`config.mk`:
```
export PLATFORM = sky130hd
export DESIGN_NAME = stopwatch_counter
export DESIGN_NICKNAME = d
export VERILOG_FILES = /design/src/rtl/stopwatch_counter.sv
export SDC_FILE = /design/constraint.sdc
export NUM_CORES = 1
export LEC_CHECK = 0
export ABC_AREA = 1
export CAP_MARGIN = 10
export CORE_MARGIN = 5
export CORE_UTILIZATION = 35
export CTS_BUF_LIST = sky130_fd_sc_hd__clkbuf_16
export DETAILED_ROUTE_END_ITERATION = 10
export GPL_TIMING_DRIVEN = 0
export PLACE_DENSITY_LB_ADDON = 0.1
export REMOVE_ABC_BUFFERS = 1
export SYNTH_ARGS = -nofsm -noshare
export SYNTH_HDL_FRONTEND = slang
export SYNTH_SLANG_ARGS = --single-unit
```
`constraint.sdc`:
```
create_clock -name clk -period 4.2 [get_ports clk]
set_clock_uncertainty 0.15 [all_clocks]
set_input_delay 1.05 -clock clk [delete_from_list [all_inputs] [get_ports clk]]
set_output_delay 1.05 -clock clk [all_outputs]
set_load 0.005 [all_outputs]
```
`src/rtl/stopwatch_counter.sv`:
```
// -----------------------------------------------------------------------------
// stopwatch_counter
//
// Minutes:seconds stopwatch with three operating states:
//   RUN    - seconds advance on every tick_1Hz, carrying into minutes
//   PAUSED - count frozen, tick_1Hz ignored
//   ADJUST - tick_2Hz advances the field picked by select (no carry)
// A separate pause flag remembers whether the stopwatch should resume in
// RUN or PAUSED when adjust mode is left, and drives the paused output.
//
// Ports
//   clk        in   master clock
//   rst_n      in   asynchronous active-low reset
//   tick_1Hz   in   one-clk count enable
//   tick_2Hz   in   one-clk adjust enable
//   pause_btn  in   pause/resume request (pulse, or raw level, see below)
//   select     in   0 = adjust minutes, 1 = adjust seconds
//   adjust     in   level, 1 = adjust mode
//   minutes    out  registered minute count 0..59
//   seconds    out  registered second count 0..59
//   paused     out  registered pause flag
//   state_dbg  out  current FSM state (RUN=0, PAUSED=1, ADJUST=2)
//
// Build option
//   BTN_EDGE_EN  defined: pause_btn is a raw asynchronous level. It is
//                synchronized through two flops and the rising edge of the
//                synchronized level is the pause event, so a held button
//                gives exactly one event, three clocks after the pin rises.
//                undefined: pause_btn is already a clean one-clk synchronous
//                pulse; every cycle it is high is one pause event.
// -----------------------------------------------------------------------------
module stopwatch_counter (
  input  logic       clk,
  input  logic       rst_n,
  input  logic       tick_1Hz,
  input  logic       tick_2Hz,
  input  logic       pause_btn,
  input  logic       select,
  input  logic       adjust,
  output logic [5:0] minutes,
  output logic [5:0] seconds,
  output logic       paused,
  output logic [1:0] state_dbg
);

  typedef enum logic [1:0] {
    ST_RUN    = 2'd0,
    ST_PAUSED = 2'd1,
    ST_ADJUST = 2'd2
  } state_t;

  state_t state;
  logic   pause_ev;

  // ---------------------------------------------------------------------------
  // Pause event generation
  // ---------------------------------------------------------------------------
`ifdef BTN_EDGE_EN
  // btn_sync[0..1] are the synchronizer, btn_sync[2] is the edge-detect
  // history. All three are cleared by reset so a button held across reset
  // release still produces a fresh event.
  logic [2:0] btn_sync;

  always_ff @(posedge clk or negedge rst_n) begin
    if (!rst_n) begin
      btn_sync <= 3'b000;
    end else begin
      btn_sync <= {btn_sync[1:0], pause_btn};
    end
  end

  assign pause_ev = btn_sync[1] & ~btn_sync[2];
`else
  assign pause_ev = pause_btn;
`endif

  // ---------------------------------------------------------------------------
  // Modulo-60 increment. Anything at or above 59 returns to 0, so even a
  // corrupted 60..63 value is pulled back into range on the next increment.
  // ---------------------------------------------------------------------------
  function automatic logic [5:0] inc60(input logic [5:0] v);
    if (v >= 6'd59) begin
      return 6'd0;
    end
    return v + 6'd1;
  endfunction

  // ---------------------------------------------------------------------------
  // Main FSM. Outputs are the registers themselves.
  // Priority inside RUN/PAUSED: adjust > pause event > tick. A pause event
  // or an adjust entry consumes the cycle, so a coincident tick is dropped.
  // ---------------------------------------------------------------------------
  always_ff @(posedge clk or negedge rst_n) begin
    if (!rst_n) begin
      state   <= ST_RUN;
      paused  <= 1'b0;
      minutes <= 6'd0;
      seconds <= 6'd0;
    end else begin
      case (state)
        ST_RUN: begin
          if (adjust) begin
            state <= ST_ADJUST;
          end else if (pause_ev) begin
            state  <= ST_PAUSED;
            paused <= 1'b1;
          end else if (tick_1Hz) begin
            seconds <= inc60(seconds);
            if (seconds >= 6'd59) begin
              minutes <= inc60(minutes);
            end
          end
        end

        ST_PAUSED: begin
          if (adjust) begin
            state <= ST_ADJUST;
          end else if (pause_ev) begin
            state  <= ST_RUN;
            paused <= 1'b0;
          end
        end

        ST_ADJUST: begin
          // Pause events only flip the flag here; the flag (including a
          // toggle in the exit cycle) selects where adjust mode returns to.
          if (pause_ev) begin
            paused <= ~paused;
          end
          if (!adjust) begin
            state <= (paused ^ pause_ev) ? ST_PAUSED : ST_RUN;
          end else if (tick_2Hz) begin
            if (select) begin
              seconds <= inc60(seconds);
            end else begin
              minutes <= inc60(minutes);
            end
          end
        end

        default: begin
          state <= ST_RUN;
        end
      endcase
    end
  end

  assign state_dbg = state;

endmodule

```
==> results of run 1 <==
-- cell usage after synthesis, drive strengths merged --
cell	instances
nor2	15
nand4	3
ha	2
o21bai	1
o21a	1
a21oi	4
xor2	4
a31oi	1
dfrtp	15
or2	1
inv	13
buf	1
nand2	52
nand3	17
o21ai	5
-- report_power, final --
| part | switching [mW] | leakage (nW) | internal [mW] | total (mW) |
|---|---|---|---|---|
| sequential | 0.0630 | 0.194 | 0.186 | 0.249 |
| clock | 0.0578 | 0.0409 | 0.127 | 0.185 |
| combinational | 0.121 | 0.412 | 0.139 | 0.260 |
-- cell type report --
type	instances	area, um2	share of cell area (%)
Clock buffer	3	75.1	5.67
Clock inverter	1	5.00	0.378
Inverter	13	48.8	3.69
Multi-Input combinational cell	106	571	43.1
Sequential cell	15	375	28.4
Tap cell	31	38.8	2.93
Timing Repair Buffer	21	210	15.9
-- how the worst max path moves through the flow --
| stage | start | end | cells past startpoint |
|---|---|---|---|
| floorplan | adjust | minutes[0]$_DFFE_PN0P_ | 8 |
| global placement | adjust | minutes[1]$_DFFE_PN0P_ | 9 |
| detailed placement | pause_btn | minutes[0]$_DFFE_PN0P_ | 9 |
| CTS | state_dbg[1]$_DFFE_PN0P_ | state_dbg[1] | 1 |
| global route | state_dbg[1]$_DFFE_PN0P_ | state_dbg[1] | 1 |
| finish | state_dbg[1]$_DFFE_PN0P_ | state_dbg[1] | 1 |
-- cells in the final DEF, fill, tap and decap left out --
cell | synthesis | routed
nand2_1 | 45 | 45
clkdlybuf4s50_1 | 0 | 21
dfrtp_1 | 15 | 15
nand3_1 | 14 | 14
nor2_1 | 10 | 10
inv_1 | 9 | 9
nand2_2 | 4 | 4
inv_2 | 4 | 4
xor2_1 | 4 | 4
a21oi_1 | 4 | 4
nor2_4 | 3 | 3
nand2_4 | 3 | 3
o21ai_0 | 3 | 3
nand4_1 | 3 | 3
clkbuf_16 | 0 | 3
nor2_2 | 2 | 2
nand3_2 | 2 | 2
o21ai_1 | 2 | 2
ha_1 | 2 | 2
or2_1 | 1 | 1
o21a_1 | 1 | 1
nand3_4 | 1 | 1
o21bai_1 | 1 | 1
a31oi_1 | 1 | 1
clkinv_2 | 0 | 1
-- cell families after synthesis --
kind of cell | share of synthesized area, %
AND/OR/NAND/NOR | 44.2
flip-flops | 37.3
buffers and inverters | 5.97
AO/OA/AOI/OAI | 6.59
XOR/XNOR | 3.48
adder cells (fa/ha/maj) | 2.49
-- registers in the layout, indices dropped and copies added (netlist names) --
register / flops
minutes: 6
seconds: 6
state_dbg: 2
paused: 1
-- per-layer routing --
layer | vias to the layer above | wire [um] | track usage (%)
met4 | 0 | 40 | 5.45
li1 | 484 | - | -
met2 | 23 | 925 | 16.5
met5 | - | 0 | 0
met1 | 399 | 1030 | 15.2
met3 | 5 | 96 | 2.31
-- per-stage QoR --
| stage | setup WS [ns] | util [%] |
|---|---|---|
| floorplan | 2.27 | - |
| global placement | 1.72 | 45.1 |
| detailed placement | 1.70 | 45.1 |
| CTS | 1.60 | 48.0 |
| global route | 1.56 | 48.0 |
| finish | 1.62 | 48.0 |
==> results.sh, run 1 <==
export IMPL_rsz0062_at_grt="false"
export IMPL_regToRegSetupSlack_ns=2.52
export IMPL_synth_area_leaders="dfrtp_1, nand2_1, nand3_1"
export IMPL_fmax_mhz=387
export IMPL_rows=19
export IMPL_critPathKind="flip-flop to primary output"
export IMPL_cts_root_buf="clkbuf_16"
export IMPL_critPathTopFamily="buffers and inverters"
export IMPL_wl_mm=2.10
export IMPL_p_leak_nw=0.646
export IMPL_finalNetCount=169
export IMPL_worstMarginPinSlew_ns=0.690
export IMPL_yosysTopAreaCell="dfrtp_1"
export IMPL_worstReg2RegEnd="minutes[5]$_DFFE_PN0P_"
export IMPL_dp_hpwl_mm=1.59
export IMPL_drcViolationCount=0
export IMPL_final_cells=190
export IMPL_synth_top_area_share_pct=37.3
export IMPL_ys_ff_latch=15
export IMPL_ioPinCount=22
export IMPL_via_per_inst=4.79
export IMPL_fin_tns_setup_ns=0
export IMPL_cp_start_kind="flip-flop"
export IMPL_grt_pass1_wl_mm=3.70
export IMPL_coreArea_mm2=0.00276
export IMPL_worst_hold_slack_ns=0.402
export IMPL_ff2ff_path_depth=8
export IMPL_cts_made_buffers=3
export IMPL_whs_endpoint="minutes[5]$_DFFE_PN0P_"
export IMPL_min_period_ns=2.58
export IMPL_slew_headroom_pct=53.8
export IMPL_cpPeakStageDelay_ns=0.58
export IMPL_port_buffers=21
export IMPL_yosysWarningCount=0
export IMPL_finalHoldViolations=0
export IMPL_place_congestion=0.798
export IMPL_end_kind="primary output"
export IMPL_clkLatencyLatePin_ns=0.24
export IMPL_synthToLayoutAreaGrowth_pct=31.6
export IMPL_antenna_found_initial=0
export IMPL_num_fill_cells=270
export IMPL_powerDensity_mw_per_mm2=525
export IMPL_synth_cells=135
export IMPL_clock_sinks=15
export IMPL_grt_overflow=0
export IMPL_avgSynthCellArea_um2=7.45
export IMPL_holdPathStages=2
export IMPL_drive_gt1_share_pct=14.5
export IMPL_htree_num_levels=1
export IMPL_r2r_start="seconds[0]$_DFFE_PN0P_"
export IMPL_dp_cells=186
export IMPL_netlist_area_mm2=0.00101
export IMPL_ys_seq_area_share_pct=37.3
export IMPL_firstDrtPassIters=4
export IMPL_stdcell_area_mm2=0.00132
export IMPL_setup_viol=0
export IMPL_die_w_um=63.6
export IMPL_path_max_fanout=10
export IMPL_ctsResizeCount=0
export IMPL_min_period_over_period_pct=61.5
export IMPL_grt_max_degree=16
export IMPL_post_synth_num_cell_types=23
export IMPL_status="complete, no violations"
export IMPL_ctsHoldBuffers=0
export IMPL_p_total_mw=0.694
export IMPL_worstPathArrival_ns=1.38
export IMPL_cts_setup_buffers=0
export IMPL_cts_max_path_buffers=2
export IMPL_n_antenna_cell=0
export IMPL_crit_buf_inv=1
export IMPL_dieArea_mm2=0.00405
export IMPL_timing_critical_path_required_ns=3.00
export IMPL_finalMaxSlewViolations=0
export IMPL_wl_per_cell_um=11.0
export IMPL_start_util_pct=36.5
export IMPL_cts_tree="built"
export IMPL_holdCritStartpoint="minutes[5]$_DFFE_PN0P_"
export IMPL_placed_area_mm2=0.00124
export IMPL_drtAntennaViolNets=0
export IMPL_path_clk_slew_ns=0.05
export IMPL_crit_chain="clkdlybuf4s50_1"
export IMPL_hold_path_class="flip-flop to flip-flop"
export IMPL_maxCapViolCount=0
export IMPL_num_vias=911
export IMPL_peakVddDrop_mv=0.371
export IMPL_dieHeight_um=63.6
export IMPL_first_global_vias=841
export IMPL_first_iter_violations=45
export IMPL_slowest_stage="clkdlybuf4s50_1"
export IMPL_track_usage_pct=11.1
Power figures use the tool's default switching activity.
==> run 2, diff against run 1 <==
==> constraint.sdc (replaced) <==
create_clock -name clk -period 2.35 [get_ports clk]
set_clock_uncertainty 0.15 [all_clocks]
set_input_delay 0.5875 -clock clk [delete_from_list [all_inputs] [get_ports clk]]
set_output_delay 0.5875 -clock clk [all_outputs]
set_load 0.005 [all_outputs]
==> results of run 2 <==
Same layout as run 1 (identical final DEF). Status: complete, no violations.
Among the figures that moved: setup slack after placement 1.70 ns -> 0.313 ns; setup slack after layout 1.62 ns -> 0.228 ns; register-to-register setup slack 2.52 ns -> 0.67 ns; total power 0.694 mW -> 1.24 mW; worst IR drop on VDD 0.371 mV -> 0.664 mV
==> run 3, diff against run 2 <==
--- a/config.mk
+++ b/config.mk
@@ -5,7 +5,6 @@
 export SDC_FILE = /design/constraint.sdc
 export NUM_CORES = 1
 export LEC_CHECK = 0
-export ABC_AREA = 1
 export CAP_MARGIN = 10
 export CORE_MARGIN = 5
 export CORE_UTILIZATION = 35
@@ -14,6 +13,7 @@
 export GPL_TIMING_DRIVEN = 0
 export PLACE_DENSITY_LB_ADDON = 0.1
 export REMOVE_ABC_BUFFERS = 1
+export SKIP_LAST_GASP = 1
 export SYNTH_ARGS = -nofsm -noshare
 export SYNTH_HDL_FRONTEND = slang
 export SYNTH_SLANG_ARGS = --single-unit
==> results.sh, run 3 <==
export IMPL_status="complete, no violations"
export IMPL_cts_made_buffers=3
export IMPL_r2r_start="seconds[0]$_DFFE_PN0P_"
export IMPL_synthToLayoutAreaGrowth_pct=37.2
export IMPL_multiInputGateArea_um2=484
export IMPL_worstReg2RegEnd="minutes[4]$_DFFE_PN0P_"
export IMPL_hold_path_class="flip-flop to flip-flop"
export IMPL_peakVddDrop_mv=0.732
export IMPL_powerDensity_mw_per_mm2=1070
export IMPL_switchingPower_mw=0.427
export IMPL_critPathTopFamily="simple AND/OR/NAND/NOR gates"
export IMPL_timing_critical_path_required_ns=2.35
export IMPL_final_cell_mix="clkdlybuf4s50_1, dfrtp_1, nand2_1, nand3_1"
export IMPL_power_frac_comb_pct=36.3
export IMPL_rows=18
export IMPL_netlist_area_um2=873
export IMPL_synth_top_area_share_pct=43.0
export IMPL_intPower_mw=0.849
export IMPL_finalHoldViolations=0
export IMPL_cpPeakStageDelay_ns=0.52
export IMPL_fmax_mhz=468
export IMPL_ctsHoldBuffers=0
export IMPL_post_synth_num_cell_types=36
export IMPL_htree_num_levels=1
export IMPL_grt_overflow=0
export IMPL_path_max_fanout=7
export IMPL_regToRegSetupSlack_ns=0.35
export IMPL_via_per_inst=5.45
export IMPL_drcViolationCount=0
export IMPL_antenna_found_initial=0
export IMPL_placed_area_mm2=0.00110
export IMPL_async_flop_share_pct=100
export IMPL_first_global_vias=705
export IMPL_worst_slack_ns=0.211
export IMPL_synth_cells=90
export IMPL_final_common_cell="clkdlybuf4s50_1"
export IMPL_num_fill_cells=228
export IMPL_track_usage_pct=12.2
export IMPL_setup_viol=0
export IMPL_synth_edf_count=0
export IMPL_p_leak_nw=0.490
export IMPL_holdPathStages=2
export IMPL_end_kind="flip-flop"
export IMPL_ys_seq_area_share_pct=43.0
export IMPL_worstPathArrival_ns=2.14
export IMPL_power_frac_seq_pct=37.2
export IMPL_yosysWarningCount=0
export IMPL_cts_root_buf="clkbuf_16"
export IMPL_critPathKind="primary input to flip-flop"
export IMPL_yosysMostFrequentCell="dfrtp_1"
export IMPL_wl_per_cell_um=14.2
export IMPL_slew_headroom_pct=53.8
export IMPL_holdCritStartpoint="seconds[1]$_DFFE_PN0P_"
export IMPL_clock_sinks=15
export IMPL_grt_max_degree=16
export IMPL_ioPinCount=22
export IMPL_finish_utilization_pct=49.3
export IMPL_stdcell_area_mm2=0.00120
export IMPL_dieHeight_um=60.0
export IMPL_cts_setup_buffers=0
export IMPL_crit_buf_inv=1
export IMPL_port_buffers=21
export IMPL_first_iter_violations=23
export IMPL_synth_area_leaders="dfrtp_1, nand3_1, nand2_1"
export IMPL_crit_chain="clkdlybuf4s50_1, nor4b_4, nor2_1, or2_1, o31ai_1"
export IMPL_wl_mm=2.00
export IMPL_avgSynthCellArea_um2=9.70
export IMPL_whs_endpoint="seconds[1]$_DFFE_PN0P_"
export IMPL_cp_start_kind="primary input"
export IMPL_cp_depth=5
export IMPL_finalNetCount=121
export IMPL_synthFlopType="dfrtp_1"
export IMPL_drive_gt1_share_pct=8.11
export IMPL_n_antenna_cell=0
export IMPL_ys_ff_latch=15
export IMPL_pwr_share_clk_pct=26.4
export IMPL_maxCapViolCount=0
export IMPL_coreArea_mm2=0.00243
export IMPL_min_period_ns=2.14
export IMPL_num_vias=768
export IMPL_min_period_over_period_pct=91.0
export IMPL_worstMarginPinSlew_ns=0.691
export IMPL_start_util_pct=35.9
export IMPL_ff2ff_path_depth=5
export IMPL_regArea_um2=375
export IMPL_die_w_um=60.0
export IMPL_drtAntennaViolNets=0
export IMPL_slowest_stage="clkdlybuf4s50_1"
export IMPL_place_congestion=0.757
export IMPL_synthTopCellsByCount="dfrtp_1, nand2_1, nand3_1"
export IMPL_yosysTopAreaCell="dfrtp_1"
export IMPL_clkLatencyLatePin_ns=0.25
export IMPL_path_clk_slew_ns=0.05
export IMPL_swShare_pct=33.5
export IMPL_grt_pass1_wl_mm=3.24
export IMPL_pre_cts_ws_ns=-0.255
export IMPL_cts_tree="built"
export IMPL_firstDrtPassIters=4
export IMPL_dieArea_mm2=0.00359
export IMPL_dp_hpwl_mm=1.40
export IMPL_finalMaxSlewViolations=0
export IMPL_rsz0062_at_grt="false"
export IMPL_cts_max_path_buffers=2
==> run 3: cell types whose count changed after synthesis, sizes merged, moves of 3 or more <==
cell and delta:
nand2 -44, nor2 -12, nand3 -11, inv -10
o21ai +5, nand3b +4, o31ai +4, nand4 -3
xor2 -3
==> run 3: power by group through the flow <==
stage | clock (mW) | combinational (mW) | sequential (mW)
after floorplan | 0 | 0.225 | 0.464
after global placement | 0 | 0.457 | 0.474
after detailed placement | 0 | 0.463 | 0.478
after CTS | 0.347 | 0.468 | 0.476
after global routing | 0.360 | 0.518 | 0.494
final | 0.338 | 0.464 | 0.475
==> run 3: kinds of logic after synthesis <==
logic type	count (synthesis)	share of synthesized area (%)
AO/OA/AOI/OAI	29	24.6
XOR/XNOR	1	1.00
adder cells (fa/ha/maj)	2	2.86
buffers and inverters	7	3.30
flip-flops	15	43.0
multiplexers	3	3.58
AND/OR/NAND/NOR	33	21.6
==> run 3: worst max path at each step <==
stage                           start                endpoint  slack [ns]
3_5_place_dp                   adjust  seconds[5]$_DFFE_PN0P_       -0.25
2_1_floorplan  seconds[0]$_DFFE_PN0P_  minutes[3]$_DFFE_PN0P_        0.50
6_report                    pause_btn  minutes[4]$_DFFE_PN0P_        0.21
3_3_place_gp                   adjust  seconds[5]$_DFFE_PN0P_       -0.24
5_1_grt                     pause_btn  minutes[4]$_DFFE_PN0P_        0.04
4_1_cts                        adjust  seconds[5]$_DFFE_PN0P_       0.003
==> run 3: through the flow <==
stage	total power, mW	instances	setup TNS [ns]	hold slack (ns)
after detailed placement	0.941	137	-1.40	0.387
after global placement	0.931	137	-1.38	0.364
after global routing	1.37	141	0	0.423
after CTS	1.29	141	0	0.414
after floorplan	0.689	86	0	0.142
final	1.28	141	0	0.398
==> run 3: layout make-up <==
| class | count | share of cell area [%] |
|---|---|---|
| multi-input combinational | 68 | 40.4 |
| tap | 30 | 3.13 |
| sequential | 15 | 31.3 |
| clock inverter | 1 | 0.418 |
| timing repair buffer | 21 | 17.5 |
| clock buffer | 3 | 6.26 |
| inverter | 3 | 0.939 |
==> run 3: layer usage <==
layer,wire [um],part of all wire [%],global-route usage [%]
met5,0,0,0
met1,906,45,15.7
met3,97,4.9,4.10
met4,25,1.3,3.80
met2,965,48,19.1
==> run 3: repair_timing <==
| action | in CTS | in global routing |
|---|---|---|
| setup endpoints to repair | 0 | 7 |
| gates resized for setup | 0 | 3 |
| hold endpoints to repair | 0 | 0 |
==> run 3: worst reg2reg max path, delay by kind of cell (launching register included) <==
kind / cells / cell delay [ns]
and+or+nand+nor: 1 / 0.30
DFF: 1 / 0.41
adders and majority gates: 1 / 0.27
AOI/OAI and AO/OA: 3 / 0.77
